==> src/rtl/vscale_htif_pcr_arb_if.sv <==
// vscale_htif_pcr_arb_if: host requester bus and downstream HTIF PCR port seen by the arbiter
interface vscale_htif_pcr_arb_if #(
    parameter int NUM_REQ = 2,
    parameter int ADDR_W  = 12,
    parameter int DATA_W  = 64
);
    logic [NUM_REQ-1:0]        req_valid;
    logic [NUM_REQ-1:0]        req_ready;
    logic [NUM_REQ-1:0]        req_rw;
    logic [NUM_REQ*ADDR_W-1:0] req_addr;
    logic [NUM_REQ*DATA_W-1:0] req_data;
    logic [NUM_REQ-1:0]        resp_valid;
    logic [NUM_REQ-1:0]        resp_ready;
    logic [DATA_W-1:0]         resp_data;
    logic                      htif_pcr_req_valid;
    logic                      htif_pcr_req_ready;
    logic                      htif_pcr_req_rw;
    logic [ADDR_W-1:0]         htif_pcr_req_addr;
    logic [DATA_W-1:0]         htif_pcr_req_data;
    logic                      htif_pcr_resp_valid;
    logic                      htif_pcr_resp_ready;
    logic [DATA_W-1:0]         htif_pcr_resp_data;
    modport slave (
        input  req_valid, req_rw, req_addr, req_data, resp_ready,
               htif_pcr_req_ready, htif_pcr_resp_valid, htif_pcr_resp_data,
        output req_ready, resp_valid, resp_data,
               htif_pcr_req_valid, htif_pcr_req_rw, htif_pcr_req_addr, htif_pcr_req_data,
               htif_pcr_resp_ready
    );
    modport master (
        output req_valid, req_rw, req_addr, req_data, resp_ready,
               htif_pcr_req_ready, htif_pcr_resp_valid, htif_pcr_resp_data,
        input  req_ready, resp_valid, resp_data,
               htif_pcr_req_valid, htif_pcr_req_rw, htif_pcr_req_addr, htif_pcr_req_data,
               htif_pcr_resp_ready
    );
endinterface

==> src/rtl/vscale_htif_pcr_arb.sv <==
// vscale_htif_pcr_arb: round-robin arbiter sharing one HTIF PCR port, one transaction in flight, with response timeout
module vscale_htif_pcr_arb #(
    parameter int NUM_REQ      = 2,
    parameter int ADDR_W       = 12,
    parameter int DATA_W       = 64,
    parameter int RESP_TIMEOUT = 1024,
    localparam int GW          = $clog2(NUM_REQ),
    localparam int TW          = RESP_TIMEOUT > 1 ? $clog2(RESP_TIMEOUT) : 1
) (
    input  logic                   clk,
    input  logic                   reset,
    vscale_htif_pcr_arb_if.slave   io,
    output logic                   o_busy,
    output logic                   o_timeout_err
);
    typedef enum logic [1:0] {IDLE, ISSUE, WAIT, DELIVER} state_t;
    state_t            r_state, w_state_nxt;
    logic [GW-1:0]     r_rr_ptr, r_gnt, w_win;
    logic              w_win_vld, w_expire;
    logic              r_rw, r_timeout_err;
    logic [ADDR_W-1:0] r_addr;
    logic [DATA_W-1:0] r_data;
    logic [TW-1:0]     r_timer;
    // first valid requester scanning upward from the round-robin pointer
    always_comb begin
        w_win     = r_rr_ptr;
        w_win_vld = 1'b0;
        for (int k = NUM_REQ - 1; k >= 0; k--) begin
            if (io.req_valid[GW'((int'(r_rr_ptr) + k) % NUM_REQ)]) begin
                w_win     = GW'((int'(r_rr_ptr) + k) % NUM_REQ);
                w_win_vld = 1'b1;
            end
        end
    end
    // next state and handshake outputs; everything is forced quiet while reset is held
    always_comb begin
        w_state_nxt            = r_state;
        w_expire               = 1'b0;
        io.req_ready           = '0;
        io.resp_valid          = '0;
        io.htif_pcr_req_valid  = 1'b0;
        io.htif_pcr_resp_ready = 1'b0;
        case (r_state)
            IDLE: begin
                io.req_ready[w_win]    = w_win_vld;
                io.htif_pcr_resp_ready = 1'b1;
                w_state_nxt            = w_win_vld ? ISSUE : IDLE;
            end
            ISSUE: begin
                io.htif_pcr_req_valid  = 1'b1;
                io.htif_pcr_resp_ready = 1'b1;
                w_state_nxt            = io.htif_pcr_req_ready ? WAIT : ISSUE;
            end
            WAIT: begin
                io.htif_pcr_resp_ready = 1'b1;
                w_expire               = RESP_TIMEOUT != 0 && r_timer == TW'(RESP_TIMEOUT - 1) && !io.htif_pcr_resp_valid;
                w_state_nxt            = (io.htif_pcr_resp_valid || w_expire) ? DELIVER : WAIT;
            end
            DELIVER: begin
                io.resp_valid[r_gnt] = 1'b1;
                w_state_nxt          = io.resp_ready[r_gnt] ? IDLE : DELIVER;
            end
        endcase
        if (reset) begin
            io.req_ready           = '0;
            io.resp_valid          = '0;
            io.htif_pcr_req_valid  = 1'b0;
            io.htif_pcr_resp_ready = 1'b0;
        end
    end
    assign io.htif_pcr_req_rw   = r_rw & ~reset;
    assign io.htif_pcr_req_addr = reset ? '0 : r_addr;
    assign io.htif_pcr_req_data = reset ? '0 : r_data;
    assign io.resp_data         = reset ? '0 : r_data;
    assign o_busy               = r_state != IDLE;
    assign o_timeout_err        = r_timeout_err;
    // state, latched request/response fields, wait timer and round-robin pointer
    always_ff @(posedge clk) begin
        if (reset) begin
            r_state       <= IDLE;
            r_rr_ptr      <= '0;
            r_gnt         <= '0;
            r_rw          <= 1'b0;
            r_addr        <= '0;
            r_data        <= '0;
            r_timer       <= '0;
            r_timeout_err <= 1'b0;
        end else begin
            r_state <= w_state_nxt;
            r_timer <= r_state == WAIT ? r_timer + 1'b1 : '0;
            if (r_state == IDLE && w_win_vld) begin
                r_gnt  <= w_win;
                r_rw   <= io.req_rw[w_win];
                r_addr <= io.req_addr[int'(w_win)*ADDR_W +: ADDR_W];
                r_data <= io.req_data[int'(w_win)*DATA_W +: DATA_W];
            end
            if (r_state == WAIT && io.htif_pcr_resp_valid)
                r_data <= io.htif_pcr_resp_data;
            if (w_expire) begin
                r_data        <= '0;
                r_timeout_err <= 1'b1;
            end
            if (r_state == DELIVER && io.resp_ready[r_gnt])
                r_rr_ptr <= int'(r_gnt) == NUM_REQ - 1 ? '0 : r_gnt + 1'b1;
        end
    end
endmodule

==> src/flat_wrapper.sv <==
// flat-port wrapper written by rule: the top's interface ports become plain ports
module vscale_htif_pcr_arb_flat 
#(
    parameter int NUM_REQ      = 2,
    parameter int ADDR_W       = 12,
    parameter int DATA_W       = 64,
    parameter int RESP_TIMEOUT = 1024,
    localparam int GW          = $clog2(NUM_REQ),
    localparam int TW          = RESP_TIMEOUT > 1 ? $clog2(RESP_TIMEOUT) : 1
)
  (clk, reset, o_busy, o_timeout_err, io_req_valid, io_req_rw, io_req_addr, io_req_data, io_resp_ready, io_htif_pcr_req_ready, io_htif_pcr_resp_valid, io_htif_pcr_resp_data, io_req_ready, io_resp_valid, io_resp_data, io_htif_pcr_req_valid, io_htif_pcr_req_rw, io_htif_pcr_req_addr, io_htif_pcr_req_data, io_htif_pcr_resp_ready);
  vscale_htif_pcr_arb_if #(.NUM_REQ(NUM_REQ), .ADDR_W(ADDR_W), .DATA_W(DATA_W)) io_i ();
  input  logic clk;
  input  logic reset;
  output logic o_busy;
  output logic o_timeout_err;
  input wire logic [$bits(io_i.req_valid)-1:0] io_req_valid;
  input wire logic [$bits(io_i.req_rw)-1:0] io_req_rw;
  input wire logic [$bits(io_i.req_addr)-1:0] io_req_addr;
  input wire logic [$bits(io_i.req_data)-1:0] io_req_data;
  input wire logic [$bits(io_i.resp_ready)-1:0] io_resp_ready;
  input wire logic [$bits(io_i.htif_pcr_req_ready)-1:0] io_htif_pcr_req_ready;
  input wire logic [$bits(io_i.htif_pcr_resp_valid)-1:0] io_htif_pcr_resp_valid;
  input wire logic [$bits(io_i.htif_pcr_resp_data)-1:0] io_htif_pcr_resp_data;
  output wire logic [$bits(io_i.req_ready)-1:0] io_req_ready;
  output wire logic [$bits(io_i.resp_valid)-1:0] io_resp_valid;
  output wire logic [$bits(io_i.resp_data)-1:0] io_resp_data;
  output wire logic [$bits(io_i.htif_pcr_req_valid)-1:0] io_htif_pcr_req_valid;
  output wire logic [$bits(io_i.htif_pcr_req_rw)-1:0] io_htif_pcr_req_rw;
  output wire logic [$bits(io_i.htif_pcr_req_addr)-1:0] io_htif_pcr_req_addr;
  output wire logic [$bits(io_i.htif_pcr_req_data)-1:0] io_htif_pcr_req_data;
  output wire logic [$bits(io_i.htif_pcr_resp_ready)-1:0] io_htif_pcr_resp_ready;
  assign io_i.req_valid = io_req_valid;
  assign io_i.req_rw = io_req_rw;
  assign io_i.req_addr = io_req_addr;
  assign io_i.req_data = io_req_data;
  assign io_i.resp_ready = io_resp_ready;
  assign io_i.htif_pcr_req_ready = io_htif_pcr_req_ready;
  assign io_i.htif_pcr_resp_valid = io_htif_pcr_resp_valid;
  assign io_i.htif_pcr_resp_data = io_htif_pcr_resp_data;
  assign io_req_ready = io_i.req_ready;
  assign io_resp_valid = io_i.resp_valid;
  assign io_resp_data = io_i.resp_data;
  assign io_htif_pcr_req_valid = io_i.htif_pcr_req_valid;
  assign io_htif_pcr_req_rw = io_i.htif_pcr_req_rw;
  assign io_htif_pcr_req_addr = io_i.htif_pcr_req_addr;
  assign io_htif_pcr_req_data = io_i.htif_pcr_req_data;
  assign io_htif_pcr_resp_ready = io_i.htif_pcr_resp_ready;
  vscale_htif_pcr_arb #(.NUM_REQ(NUM_REQ), .ADDR_W(ADDR_W), .DATA_W(DATA_W), .RESP_TIMEOUT(RESP_TIMEOUT)) u_core (.clk(clk), .reset(reset), .io(io_i), .o_busy(o_busy), .o_timeout_err(o_timeout_err));
endmodule
==> config.mk <==
export PLATFORM = sky130hd
export DESIGN_NAME = vscale_htif_pcr_arb_flat
export DESIGN_NICKNAME = d
export VERILOG_FILES = /design/src/rtl/vscale_htif_pcr_arb_if.sv /design/src/rtl/vscale_htif_pcr_arb.sv /design/src/flat_wrapper.sv
export SDC_FILE = /design/constraint.sdc
export NUM_CORES = 1
export LEC_CHECK = 0
export BUFFER_PORTS_ARGS = -buffer_cell sky130_fd_sc_hd__buf_2
export CAP_MARGIN = 10
export CORE_AREA = 5 5 142 144
export CTS_BUF_LIST = sky130_fd_sc_hd__clkbuf_8
export DETAILED_ROUTE_END_ITERATION = 12
export DIE_AREA = 0 0 147 149
export GPL_ROUTABILITY_DRIVEN = 0
export PLACE_DENSITY_LB_ADDON = 0.08
export SYNTH_ARGS = -nofsm -noshare
export SYNTH_HDL_FRONTEND = slang
export SYNTH_SLANG_ARGS = --single-unit
==> constraint.sdc <==
create_clock -name clk -period 1.4 [get_ports clk]
set_input_delay 0.14 -clock clk [delete_from_list [all_inputs] [get_ports clk]]
set_output_delay 0.14 -clock clk [all_outputs]
set_load 0.005 [all_outputs]
==> run_results.csv, run 1 <==
group,metric,value,unit
synth,syn_inst,716,
finish,nets,1317,
synth,ys_ff_latch,92,
placement,hpwl,16900,µm
floorplan,initial_core_util,31.0,%
route,drc_errors,0,
placement,post_dp_cell_area,7780,µm²
route,wl_met1,9590,µm
setup_path,critical_path_class,"reg -> reg",
floorplan,die_height,149,µm
finish,seq_area,1850,µm²
placement,pre_cts_ws,-125,ps
setup_path,worstPathArrival,1910,ps
min_path,hold_start,"reset",
route,vias,6317,
setup_path,r2r_slack,-260,ps
synth,synth-simple-area-share,21.8,%
clock_tree,path_clk_slew,90,ps
synth,mappedNetlistArea,5760,µm²
grt,grt_max_degree,25,
timing,rsz0062_at_grt,"true",
power,power.leakage,4.46,nW
route,drt_wl_total,24200,µm
timing,layout_min_cycle_time,1660,ps
synth,synthMuxAreaShare,13.8,%
synth,yosys.area_share.adder,0.217,%
finish,fillerInstances,1834,
floorplan,io-pin-count,375,
synth,synthArstFlopShare,0,%
placement,io_buffers,373,
synth,synth_xor_area_share,1.22,%
timing,fmax,602,MHz
clock_tree,cts_buffer_depth,2,
synth,synth_compound_area_share,16.8,%
timing,hold_viol,0,
synth,synthDistinctLibCells,37,
min_path,hp-class,"in -> reg",
run_status,outcome,"finished with violations",
floorplan,dieArea,21900,µm²
synth,yosysWarnings,0,
run,cap_violations,0,
power,irDropWorstVdd,0.582,mV
timing,finalSetupViolations,82,
timing,max-slew-margin-rel,77.6,%
clock_tree,clkSinkCount,92,
clock_tree,numCtsBuffers,9,
clock_tree,clk_latency,370,ps
floorplan,rows,50,
floorplan,core,18600,µm²
power,clkPwrFrac,27.5,%
route,drt_iter0_drc,195,
setup_path,reg2reg_from,"u_core.r_timer[0]",
power,power_frac_comb,36.4,%
finish,drive_above_1_share,54.8,%
timing,tightest_slew,327,ps
route,drtAntennaViolNets,0,
timing,drv_slew,0,
floorplan,die_w,147,µm
setup_path,end_kind,"register",
timing,fin_skew,12.9,ps
timing,fin_ws,-260,ps
synth,syn_nets,943,
power,swShare,29.9,%
synth,synth_edf_count,0,
setup_path,cp-start-kind,"register",
grt,grt_pass1_vias,6388,
grt,grt-ovfl-total,0,
synth,synth_top_family_by_area,"simple AND/OR/NAND/NOR gates",
route,via_per_inst,4.76,
clock_tree,cts_tree,"done",
finish,antenna_cells,0,
finish,final_cell_area,9440,µm²
finish,multiInputGateArea,3480,µm²
clock_tree,cts_root_buffer,"clkbuf_8",
route,top_layer_used,"met5",
route,wl_met3,1830,µm
grt,grt_pass1_wl,35600,µm
clock_tree,htreeDepth,3,
route,drt_pre_antenna_iters,4,
power,powerDensity,857,nW/µm²
setup_path,rr_worst_depth,8,
synth,avgSynthCellArea,8.04,µm²
setup_path,cp_max_fo,5,
setup_path,reg2reg_to,"u_core.r_data[37]",
power,p_int,5.66,mW
synth,synth_seq_area_share,32.0,%
grt,track_usage,20.8,%
setup_path,critical_path_required,1650,ps
power,p_sw,2.42,mW
run_status,violations,"negative setup slack",
route,wl_per_cell,18.3,µm
min_path,hold_depth,2,
synth,ys.flop_type,"dfxtp_1",
power,seq_power_share,36.1,%
grt,antenna_found_initial,1,
route,dr_wl_met2,12500,µm
timing,finalCritPeriodShare,119,%
min_path,worstHoldEndpoint,"u_core.r_state[0]",
finish,syn2layout_area_growth,63.9,%
==> cells in the final DEF, fill, tap and decap left out, types with 4 or more instances in the layout <==
master | netlist | final
a211oi_2 | 0 | 13
a21oi_1 | 68 | 16
a21oi_2 | 0 | 52
buf_12 | 0 | 22
buf_16 | 0 | 16
buf_2 | 22 | 371
buf_4 | 72 | 50
buf_6 | 6 | 18
bufbuf_16 | 0 | 5
clkbuf_8 | 0 | 10
dfxtp_1 | 92 | 87
dfxtp_2 | 0 | 4
mux2i_1 | 78 | 78
nand2_1 | 134 | 130
nand3_1 | 4 | 4
nor2_1 | 27 | 24
nor2b_1 | 77 | 74
o211ai_1 | 64 | 64
xor2_1 | 6 | 6
==> kinds of logic after synthesis <==
logic type / Yosys count
AO/OA/AOI/OAI: 150
XOR/XNOR: 8
adder cells (fa/ha/maj): 1
buffers and inverters: 126
flip-flops: 92
multiplexers: 79
AND/OR/NAND/NOR: 260
==> worst max-delay path: stages, from the launching register on <==
cell	delay (ps)
dfxtp_2	360
ha_4	130
and3_4	180
nand4_1	180
o21bai_4	240
buf_12	160
buf_12	140
buf_16	120
a21oi_1	40
==> how the worst max path moves through the flow <==
stage          slack [ps]         startpoint           endpoint
6_report             -260  u_core.r_timer[0]  u_core.r_data[37]
5_1_grt              -330  u_core.r_timer[0]  u_core.r_data[37]
4_1_cts              -260  u_core.r_state[0]    io_req_ready[1]
3_5_place_dp         -130  u_core.r_state[1]  u_core.r_data[23]
3_3_place_gp         -100  u_core.r_state[1]  u_core.r_data[29]
2_1_floorplan         -20  u_core.r_timer[0]  u_core.r_data[14]
==> what timing repair did <==
item | in CTS | in global routing
setup endpoints to repair | 74 | 92
pin swaps | 11 | 27
gates cloned | 24 | 3
buffers inserted | 28 | 8
resized for setup | 39 | 91
hold buffers | 0 | 0
==> power groups by stage <==
| stage | Clock [mW] | Sequential, mW | Combinational, mW |
|---|---|---|---|
| global route | 2.41 | 2.95 | 3.18 |
| detailed placement | 0 | 2.99 | 2.14 |
| floorplan | 0 | 2.94 | 1.35 |
| finish | 2.22 | 2.92 | 2.94 |
| global placement | 0 | 2.99 | 2.14 |
| CTS | 2.31 | 2.91 | 2.80 |
==> state kept, by name, summed over array words and instances, names as in the netlist <==
name / cells
u_core.r_gnt: 1
u_core.r_data: 64
u_core.o_timeout_err: 1
u_core.r_state: 2
u_core.r_rr_ptr: 1
u_core.r_rw: 1
u_core.r_timer: 10
u_core.r_addr: 12
==> Yosys cell counts (3+ instances only) <==
cell type    n  area share (%)
dfxtp_1     92              32
nor2_1      27             1.8
clkbuf_1    20             1.3
nand3_1      4            0.35
a21oi_1     68             5.9
buf_2       22             1.9
buf_6        6             1.2
o211ai_1    64             8.3
buf_1        4            0.26
xor2_1       6            0.91
a211oi_1    13             1.7
nand2_1    134             8.7
buf_4       72             9.4
nor2b_1     77             8.4
mux2i_1     78              14
nor3b_1      3            0.39
==> final cells by class <==
type | count | share of cell area [%]
repair buffers | 486 | 37.8
multi-input cells | 499 | 36.9
clock inverters | 5 | 1.06
well taps | 234 | 3.10
clock buffers | 10 | 1.46
inverters | 2 | 0.0796
flip-flops and latches | 92 | 19.6
==> per-layer routing <==
layer	vias up	GRT usage, %
met5	-	0
met4	2	5.08
met2	251	38.9
met3	19	5.53
li1	3151	-
met1	2894	23.5
==> stage by stage <==
step / power (mW) / cells / hold slack (ps) / setup TNS, ps / util (%)
final: 8.09 / 1328 / 78.3 / -13280 / 50.8
after global routing: 8.54 / 1328 / 62.5 / -19320 / 50.8
after CTS: 8.03 / 1325 / 40.0 / -12900 / 49.0
after detailed placement: 5.13 / 1260 / 439 / -5870 / 41.9
after global placement: 5.13 / 1260 / 434 / -5020 / 41.9
after floorplan: 4.29 / 716 / 352 / -1340 / -
(Power assumes the default switching activity.)
==> run 2, diff against run 1 <==
==> constraint.sdc (replaced) <==
create_clock -name clk -period 1.4 [get_ports clk]
set_input_delay 0.14 -clock clk [delete_from_list [all_inputs] [get_ports clk]]
set_output_delay 0.14 -clock clk [all_outputs]
set_load 0.05 [all_outputs]
==> run_results.csv, run 2 (synthesis gave the netlist of run 1 again) <==
group,metric,value,unit
finish,layout_commonest_cell,"buf_2",
route,wl_per_cell,17.3,µm
route,via_per_inst,4.65,
floorplan,io-pin-count,375,
timing,fin_ws,-318,ps
finish,nets,1294,
floorplan,core,18600,µm²
clock_tree,numCtsBuffers,9,
grt,track_usage,19.5,%
clock_tree,cts_buffer_depth,2,
power,seq_power_share,36.2,%
run_status,violations,"negative setup slack",
setup_path,critical_path_class,"reg -> out",
finish,max_flop_register,"u_core.r_data",
power,p_int,5.07,mW
route,vias,6077,
setup_path,reg2reg_from,"u_core.r_state[1]",
timing,hold_slack,79.6,ps
finish,largest_reg_flops,64,
clock_tree,cts_tree,"done",
power,powerDensity,886,nW/µm²
clock_tree,postCtsHoldBufs,0,
timing,finalSetupViolations,86,
power,clkPwrFrac,22.3,%
clock_tree,clkSinkCount,92,
power,swShare,36.9,%
clock_tree,cts_root_buffer,"clkbuf_8",
power,power.leakage,4.24,nW
grt,antenna_found_initial,0,
floorplan,dieArea,21900,µm²
floorplan,die_w,147,µm
min_path,hold_depth,3,
placement,hpwl,15800,µm
min_path,hp-class,"in -> reg",
floorplan,die_height,149,µm
run,cap_violations,0,
grt,grt_max_degree,43,
placement,io_buffers,373,
route,drc_errors,0,
finish,largest_registers,"u_core.r_data x64, u_core.r_addr x12, u_core.r_timer x10",
finish,drive_above_1_share,48.6,%
clock_tree,clk_latency,370,ps
timing,finalCritPeriodShare,123,%
grt,grt_pass1_vias,6178,
power,irDropWorstVdd,0.518,mV
power,power_frac_comb,41.5,%
clock_tree,htreeDepth,3,
timing,rsz0062_at_grt,"true",
setup_path,cp_max_fo,3,
timing,hold_viol,0,
setup_path,critical_path_required,1260,ps
timing,max-slew-margin-rel,79.1,%
setup_path,cp-startpoint,"u_core.r_state[1]",
route,drt_iter0_drc,175,
finish,layout_common_cells,"293 x buf_2, 133 x nand2_1, 88 x buf_4, 87 x dfxtp_1, 78 x mux2i_1",
timing,fin_skew,12.0,ps
finish,syn2layout_area_growth,57.7,%
clock_tree,path_clk_slew,90,ps
route,drt_pre_antenna_iters,4,
setup_path,rr_worst_depth,8,
floorplan,initial_core_util,31.0,%
route,drt_wl_total,22700,µm
route,drtAntennaViolNets,0,
grt,grt-ovfl-total,0,
timing,tightest_slew,313,ps
run_status,outcome,"finished with violations",
power,p_sw,2.97,mW
finish,fin_util,48.9,%
timing,fmax,582,MHz
setup_path,cp-start-kind,"register",
setup_path,worstPathArrival,1580,ps
floorplan,rows,50,
min_path,hold_start,"io_htif_pcr_resp_data[56]",
setup_path,end_kind,"output pin",
timing,layout_min_cycle_time,1720,ps
grt,grt_pass1_wl,33700,µm
power,finalPower,8.05,mW
timing,drv_slew,0,
==> run 2: changes by cell type in the layout (fill, tap and decap cells not counted), sizes merged <==
cell,delta
clkinv,+1
clkinvlp,+1
and2,-1
bufbuf,-4
diode,+1
clkbuf,+21
bufinv,-2
buf,-40
inv,+2
==> run 2: repair_timing <==
action,in CTS,in global routing
setup endpoints to repair,98,145
pin swaps,27,9
hold endpoints to repair,0,0
gates cloned,14,3
buffers inserted,22,4
gates resized for setup,84,93
==> run 2: final timing paths <==
path              slack, ps           endpoint
setup reg to reg       -310  u_core.r_data[19]
hold reg to reg         450  u_core.r_data[12]
setup / recovery       -320    io_req_ready[1]
hold / removal           80  u_core.r_data[56]
==> run 2: stage by stage <==
stage | instance area, µm² | setup slack, ps | setup TNS, ps | cells
4_1_cts | 8810 | -367 | -15810 | 1301
3_5_place_dp | 7720 | -120 | -5750 | 1249
6_report | 9080 | -318 | -17170 | 1307
5_1_grt | 9070 | -390 | -24020 | 1306
2_1_floorplan | 5850 | -357 | -24200 | 716
3_3_place_gp | 7720 | -100 | -5010 | 1249
==> run 2: layout make-up <==
class	instances	area, µm²
fillers	1858	9500
well taps	234	293
multi-input cells	498	3260
clock inverters	7	60.1
clock buffers	9	124
repair buffers	464	3480
inverters	2	7.51
diodes	1	2.50
flip-flops and latches	92	1850
==> run 2: routing by layer <==
metal / GRT usage, % / part of all wire [%] / vias up
met4: 4.38 / 1.0 / 0
met5: 0 / 0 / -
li1: - / - / 3092
met2: 35.5 / 51 / 242
met3: 4.92 / 7.9 / 20
met1: 23.0 / 40 / 2723
==> run 2: power by group through the flow <==
stage | Sequential (mW) | Clock [mW] | Combinational, mW
2_1_floorplan | 2.94 | 0 | 2.10
6_report | 2.91 | 1.80 | 3.34
3_5_place_dp | 2.97 | 0 | 2.85
4_1_cts | 2.91 | 1.87 | 3.28
5_1_grt | 2.94 | 1.97 | 3.60
3_3_place_gp | 2.97 | 0 | 2.84
==> run 2: worst max-delay path, cell delays in order, from the launching register on <==
cell and delay, ps:
dfxtp_2 330, or3b_4 390, buf_6 140, nor3b_4 170, buf_6 180
